**config.mk**
```make
export PLATFORM = sky130hd
export DESIGN_NAME = ram_seq_master
export DESIGN_NICKNAME = d
export VERILOG_FILES = /design/src/rtl/ram_seq_pkg.sv /design/src/rtl/ram_seq_addr_gen.sv /design/src/rtl/ram_seq_master.sv
export SDC_FILE = /design/constraint.sdc
export NUM_CORES = 1
export LEC_CHECK = 0
export ABC_CLOCK_PERIOD_IN_PS = 2850
export CORE_MARGIN = 3
export CORE_UTILIZATION = 30
export CTS_CLUSTER_DIAMETER = 60
export CTS_CLUSTER_SIZE = 40
export DETAILED_ROUTE_END_ITERATION = 10
export MAX_ROUTING_LAYER = met4
export PLACE_DENSITY = 0.85
export SLEW_MARGIN = 25
export SYNTH_ARGS = -nofsm -noshare
export SYNTH_HDL_FRONTEND = slang
export SYNTH_SLANG_ARGS = --single-unit
export TNS_END_PERCENT = 30
```
**constraint.sdc**
```tcl
create_clock -name clk -period 2.85 [get_ports clk]
set_clock_uncertainty 0.05 [all_clocks]
set_input_delay 0.57 -clock clk [delete_from_list [all_inputs] [get_ports clk]]
set_output_delay 0.57 -clock clk [all_outputs]
set_load 0.01 [all_outputs]
```
**src/rtl/ram_seq_pkg.sv**
```systemverilog
// Shared types and default widths for the RAM request sequencer.
// Burst support is enabled by defining RAM_SEQ_BURST_EN.
package ram_seq_pkg;
  localparam int ADDR_W_DEF = 4;
  localparam int DATA_W_DEF = 8;

  typedef enum logic [1:0] {
    IDLE    = 2'd0,
    WR      = 2'd1,
    RD_REQ  = 2'd2,
    RD_RESP = 2'd3
  } state_t;
endpackage

```
**src/rtl/ram_seq_addr_gen.sv**
```systemverilog
// Burst address/beat tracker for the RAM sequencer.
// With RAM_SEQ_BURST_EN undefined it collapses to a single address register and every beat is last.
module ram_seq_addr_gen
  import ram_seq_pkg::*;
#(
  parameter int ADDR_W = ADDR_W_DEF
) (
  input  logic              clk,
  input  logic              rst,
  input  logic              load,
  input  logic              step,
  input  logic [ADDR_W-1:0] load_addr,
  input  logic [ADDR_W-1:0] load_len,
  output logic [ADDR_W-1:0] cur_addr,
  output logic              last
);

`ifdef RAM_SEQ_BURST_EN
  logic [ADDR_W-1:0] beats_left;

  // Address wraps naturally at 2^ADDR_W; load wins over step.
  always_ff @(posedge clk) begin
    if (rst) begin
      cur_addr   <= '0;
      beats_left <= '0;
    end else if (load) begin
      cur_addr   <= load_addr;
      beats_left <= load_len;
    end else if (step) begin
      cur_addr   <= cur_addr + ADDR_W'(1);
      beats_left <= beats_left - ADDR_W'(1);
    end
  end

  assign last = (beats_left == '0);
`else
  always_ff @(posedge clk) begin
    if (rst) begin
      cur_addr <= '0;
    end else if (load) begin
      cur_addr <= load_addr;
    end
  end

  assign last = 1'b1;

  // Burst-only inputs are kept so the port list does not depend on the build.
  logic unused_burst;
  assign unused_burst = ^{step, load_len};
`endif

endmodule

```
**src/rtl/ram_seq_master.sv**
```systemverilog
// Stream-to-pin sequencer for the 16x8 RAM: commands in, RAM pins and read stream out.
// Define RAM_SEQ_BURST_EN to honour cmd_len; otherwise every command is a single beat.
module ram_seq_master
  import ram_seq_pkg::*;
#(
  parameter int ADDR_W = ADDR_W_DEF,
  parameter int DATA_W = DATA_W_DEF
) (
  input  logic              clk,
  input  logic              rst,
  input  logic              cmd_valid,
  output logic              cmd_ready,
  input  logic              cmd_we,
  input  logic [ADDR_W-1:0] cmd_addr,
  input  logic [ADDR_W-1:0] cmd_len,
  input  logic              wd_valid,
  output logic              wd_ready,
  input  logic [DATA_W-1:0] wd_data,
  output logic              rd_valid,
  input  logic              rd_ready,
  output logic [DATA_W-1:0] rd_data,
  output logic              rd_last,
  output logic              ram_cs,
  output logic              ram_read,
  output logic              ram_write,
  output logic [ADDR_W-1:0] ram_addr,
  output logic [DATA_W-1:0] ram_wdata,
  input  logic [DATA_W-1:0] ram_rdata,
  output logic              busy,
  output logic              done
);

  state_t            state, state_nxt;
  logic [ADDR_W-1:0] cur_addr;
  logic              last;
  logic              cmd_fire;
  logic              wr_beat;
  logic              rd_beat;
  logic              finish;

  assign cmd_fire = cmd_valid && (state == IDLE) && !rst;
  assign wr_beat  = (state == WR) && wd_valid;
  assign rd_beat  = (state == RD_RESP) && rd_ready;
  assign finish   = last && (wr_beat || rd_beat);

  ram_seq_addr_gen #(
    .ADDR_W (ADDR_W)
  ) u_addr_gen (
    .clk       (clk),
    .rst       (rst),
    .load      (cmd_fire),
    .step      ((wr_beat || rd_beat) && !last),
    .load_addr (cmd_addr),
    .load_len  (cmd_len),
    .cur_addr  (cur_addr),
    .last      (last)
  );

  // done is registered so it lands in the cycle after the final handshake.
  always_ff @(posedge clk) begin
    if (rst) begin
      state <= IDLE;
      done  <= 1'b0;
    end else begin
      state <= state_nxt;
      done  <= finish;
    end
  end

  always_comb begin
    state_nxt = state;
    unique case (state)
      IDLE:    if (cmd_fire) state_nxt = cmd_we ? WR : RD_REQ;
      WR:      if (finish) state_nxt = IDLE;
      RD_REQ:  state_nxt = RD_RESP;
      RD_RESP: if (rd_beat) state_nxt = last ? IDLE : RD_REQ;
      default: state_nxt = IDLE;
    endcase
  end

  // Everything is forced low while rst is high so an aborted burst cannot touch the RAM.
  always_comb begin
    cmd_ready = 1'b0;
    wd_ready  = 1'b0;
    rd_valid  = 1'b0;
    rd_last   = 1'b0;
    rd_data   = '0;
    ram_read  = 1'b0;
    ram_write = 1'b0;
    ram_addr  = '0;
    ram_wdata = '0;
    busy      = 1'b0;
    if (!rst) begin
      busy = (state != IDLE);
      unique case (state)
        IDLE: cmd_ready = 1'b1;
        WR: begin
          wd_ready  = 1'b1;
          ram_write = wd_valid;
          ram_addr  = cur_addr;
          ram_wdata = wd_data;
        end
        RD_REQ: begin
          ram_read = 1'b1;
          ram_addr = cur_addr;
        end
        RD_RESP: begin
          rd_valid = 1'b1;
          rd_last  = last;
          rd_data  = ram_rdata;
        end
        default: ;
      endcase
    end
    ram_cs = ram_read || ram_write;
  end

endmodule

```
======== After elaboration in Yosys (flattened, before gate mapping) ========
Index checks and enable logic that the tools add are counted.
word-level totals
  word-level logic and storage cells ...... 42
  bits in registers ....................... 7
cells by class
  eq/ne operators ......................... 6
  multiplexer cells ....................... 22
  reduce and logical (&&, ||, !) cells .... 11
operators with widths
  operator                                              count
  two-way mux 8 bit                                     4
  two-way mux 1 bit                                     11
  two-way mux 2 bit                                     4
  two-way mux 4 bit                                     2
  one-hot mux 2 bit (4 select lines)                    1
  != test 2 bit (second input constant)                 3
  equality test 2 bit (second input constant)           2
  logical AND 1 bit                                     4
  AND reduction 3 bit                                   1
  equality test 2 x 1 -> 1 bit (second input constant)  1
  zero test 2 bit                                       1
  logical OR 1 bit                                      2
  nonzero test 2 bit                                    1
  OR reduction 2 bit                                    1
  zero test 1 bit                                       1

======== Longest topological paths before layout ========
Gate-level depths: netlist of the first run.
  word-level depth ........................ 5
  depth in mapped cells ................... 6
  mapped depth without buffers ............ 5

======== Hierarchy ========
From an unflattened synthesis of the first run, not the netlist that was laid out.
second synthesis, totals
  cell total of the unflattened synthesis .. 74
  area total of the unflattened synthesis .. 591.8 um^2
by module, submodules not included
  module            sequential area each (um^2)  area an instance (um^2)  instances  cells each
  ram_seq_master    60.1                         440.4                    1          59
  ram_seq_addr_gen  80.1                         151.4                    1          15

======== Worst setup path after synthesis of the first run ========
OpenSTA, ideal clock, no wires.
  path kind ............................... reg2out
  start point ............................. register state[1]
  end point ............................... output port ram_cs
  data required time ...................... 2.230 ns
  cell stages (with the launch flop) ...... 7
  data arrival time ....................... 1.373 ns
  buffers on the path ..................... 1
  path slack .............................. 0.857 ns
  cell sequence ........................... dfxtp_1 -> inv_1 -> ha_1 -> nor2b_1 -> buf_2 -> and2_1 -> or2_1
on the way
  longest elaborated chain between the ends .. 4
  elaborated cells on any way between the ends .. 7
  classes of those cells .................. eq/ne: 2; mux: 4; reduce/logical: 1
RTL lines
  what                          line                   source
  from (decl)                   ram_seq_master.sv:33   state_t state, state_nxt;
  from (signal assigned)        ram_seq_master.sv:65   state <= state_nxt;
  equality test 2 x 1 -> 1 bit  ram_seq_master.sv:95   unique case (state)
  two-way mux 1 bit             ram_seq_master.sv:95
  two-way mux 1 bit             ram_seq_master.sv:93   if (!rst) begin
  named net ram_write           ram_seq_master.sv:25   output logic ram_write,
  logical OR 1 bit              ram_seq_master.sv:115  ram_cs = ram_read || ram_write;
  to (decl)                     ram_seq_master.sv:23   output logic ram_cs,
The timed path passes the listed nets, and every way through them passes these cells.

======== Worst setup path after layout of the first run ========
  start point ............................. input port rst
  end point ............................... output port ram_cs
on the way
  longest elaborated chain between the ends .. 2
  elaborated cells on any way between the ends .. 3
  classes of those cells .................. mux: 2; reduce/logical: 1
RTL lines
  what                line                   source
  from (decl)         ram_seq_master.sv:10   input logic rst,
  two-way mux 1 bit   ram_seq_master.sv:93
  logical OR 1 bit *  ram_seq_master.sv:115
Every way passes the cells marked *; elsewhere a longest branch is shown, timed or not.

==> results of run 1 <==
-- cells by family after synthesis --
kind of cell | after synthesis | synth area share, %
AOI/OAI and AO/OA | 7 | 11.0
and+or+nand+nor | 44 | 42.7
muxes | 3 | 6.17
adders and majority gates | 4 | 8.81
DFF | 7 | 24.7
buffers and inverters | 8 | 6.61
-- Yosys cell counts --
cell type	n	area, um2
nand2b_1	1	6.26
buf_4	1	7.51
nor2_1	6	22.5
a22oi_1	1	7.51
ha_1	4	50.1
nand3_1	4	20.0
nor2b_1	6	37.5
buf_2	3	15.0
a211o_1	1	8.76
dfxtp_1	7	140
a221oi_4	1	26.3
a21oi_1	4	20.0
nand2_1	5	18.8
clkbuf_1	1	3.75
inv_1	2	7.51
inv_2	1	3.75
or2_1	1	6.26
mux2i_1	2	20.0
mux2_4	1	15.0
and2_1	21	131
-- area by class of cell --
cell class	count	area, um2
tap	25	31.3
sequential	7	140
inverter	3	11.3
fill	154	594
multi-input combinational	58	390
timing repair buffer	58	571
clock buffer	4	26.3
-- how the worst min path moves through the flow --
stage | slack [ps] | cells past startpoint | end
floorplan | 380 | 2 | u_addr_gen.cur_addr[0]
global placement | 380 | 2 | u_addr_gen.cur_addr[3]
detailed placement | 400 | 2 | u_addr_gen.cur_addr[3]
CTS | 410 | 2 | u_addr_gen.cur_addr[3]
global route | 440 | 2 | u_addr_gen.cur_addr[2]
finish | 410 | 2 | u_addr_gen.cur_addr[3]
-- stage by stage --
step | instances | instance area (um2)
2_1_floorplan | 73 | 568
3_3_place_gp | 151 | 1140
3_5_place_dp | 151 | 1140
4_1_cts | 155 | 1170
5_1_grt | 155 | 1170
6_report | 155 | 1170
-- worst reg2reg max path, stage by stage (launching register included) --
cell and delay, ps:
dfxtp_1 370, inv_1 90, ha_1 360, a221oi_4 400, mux2_4 320
-- registers in the layout, indices dropped and copies added (netlist names) --
register             count
u_addr_gen.cur_addr      4
state                    2
done                     1
-- layer usage --
metal  global-route usage (%)  vias up  wire length (um)
li1                         -      344                 -
met1                     15.6      315               670
met2                     31.0       13              1060
met3                     5.44        2                75
met4                     2.76        0                 8
met5                        -        -                 0
-- power groups by stage --
stage | clock (mW) | combinational (mW) | sequential (mW)
after detailed placement | 0 | 0.361 | 0.139
after CTS | 0.0952 | 0.364 | 0.137
after global routing | 0.103 | 0.391 | 0.140
after global placement | 0 | 0.352 | 0.136
final | 0.0915 | 0.359 | 0.137
after floorplan | 0 | 0.210 | 0.135
==> metrics.yaml, run 1 <==
sta:
  rsz0062_at_grt: "no"
  fmax_ghz: 0.371
  setup_slack_ps: 155
  holdWs_ps: 407
  setup_viol: 0
  setup-tns-final_ps: 0
  fin_crit_ps: 2700
  hold_viol: 0
  worst_pin_slew_ps: 454
  slew_headroom_pct: 69.7
  fin_crit_sh_pct: 94.6
  maxSlewViolCount: 0
global_routing:
  first_global_vias: 694
  grt_pass1_wl_um: 3030
  grt.total_usage_pct: 16.1
  grt.overflow.total: 0
  grt_max_degree: 12
  antenna_found_initial: 0
clock_network:
  clkSinkCount: 7
  cts_tree: "built"
  cts_buffers: 3
  cts_setup_buffers: 0
  htree_levels: 1
  cts_buffer_depth: 2
  cts_root_buf: "clkbuf_4"
  cts.clk_slew.worst_paths_ps: 50
  cts_hold_buf: 0
  cts_resized: 0
  clkLatencyLatePin_ps: 250
drt:
  first_pass_iters: 4
  drc: 0
  routedWlPerCell_um: 11.7
  drt_iter0_markers: 12
  postRouteAntennaNets: 0
  drt_wl_total_um: 1810
  num_vias: 674
  via_per_inst: 4.35
power_and_ir_drop:
  finalPower_mw: 0.588
  p_sw_share_pct: 36.1
  pwr-share-clk_pct: 15.6
  internal-power_mw: 0.376
  power.switching_mw: 0.212
  power_density_mw_per_mm2: 503
  ir_drop_uv: 435
  power_leakage_nw: 0.475
  combPwrFrac_pct: 61.1
  seqPwrFrac_pct: 23.3
synth:
  yosys_warnings: 0
  syn_area_um2: 568
  synth_cells: 73
  syn_avg_cell_area_um2: 7.78
  yosys.cell_types.count: 20
  synth_nets: 107
  ys_seq_area_share_pct: 24.7
  ys_ff_latch: 7
die:
  start_util_pct: 32.2
  rows: 15
  core_area_mm2: 0.00176
  die_h_um: 49.5
  dieArea_mm2: 0.00245
  num_io_pins: 59
  dieWidth_um: 49.5
setup_path:
  r2r_cells: 4
  path_class: "input port to output port"
  worst_setup_path_start_kind: "input port"
  crit_end: "ram_cs"
  path_cells: "clkdlybuf4s50_1, nor2b_1, and2_1, or2_1, clkdlybuf4s50_1"
  critical_path.max_stage_delay_ps: 560
  end_kind: "output port"
  path_buf_inv: 2
  reg2reg_from: "state[0]"
  worst_path_most_repeated_cell: "clkdlybuf4s50_1"
  arrival_ps: 2080
  crit_family: "buffers and inverters"
  cp.required_ps: 2230
  rrSetupSlack_ps: 1140
  startpoint: "rst"
  cpMaxStageDelayCell: "clkdlybuf4s50_1"
  r2r-end: "state[0]"
  critPathMaxFanout: 6
  cp_num_cells: 5
place:
  port_buffers: 54
  place_congestion: 0.734
  dp_hpwl_um: 1540
  pre_cts_slack_ps: 137
final_layout:
  drive_gt1_share_pct: 7.69
  antennaDiodeCount: 0
  layout_commonest_cell: "clkdlybuf4s50_1"
  nets: 165
  fin_util_pct: 66.3
  final_cell_mix: "clkdlybuf4s50_1 (54), and2_1 (21), dfxtp_1 (7)"
  syn2layout_area_growth_pct: 106
run_status:
  status: "completed"
hold_path:
  min_from: "u_addr_gen.cur_addr[3]"
  hold_path_class: "flip-flop to flip-flop"
job:
  cap_violations: 0
No activity file was read; power rests on OpenSTA's default activity.
==> inputs of run 2 (changes only) <==
Settings changed: HOLD_SLACK_MARGIN set to 0.15.
==> results of run 2 <==
Final layout, timing and power as in run 1 (identical DEF).
==> inputs of run 3 (changes only) <==
Settings changed: CTS_CLUSTER_DIAMETER 60 to 120.
==> results of run 3 <==
Final layout, timing and power as in run 1 (identical DEF).
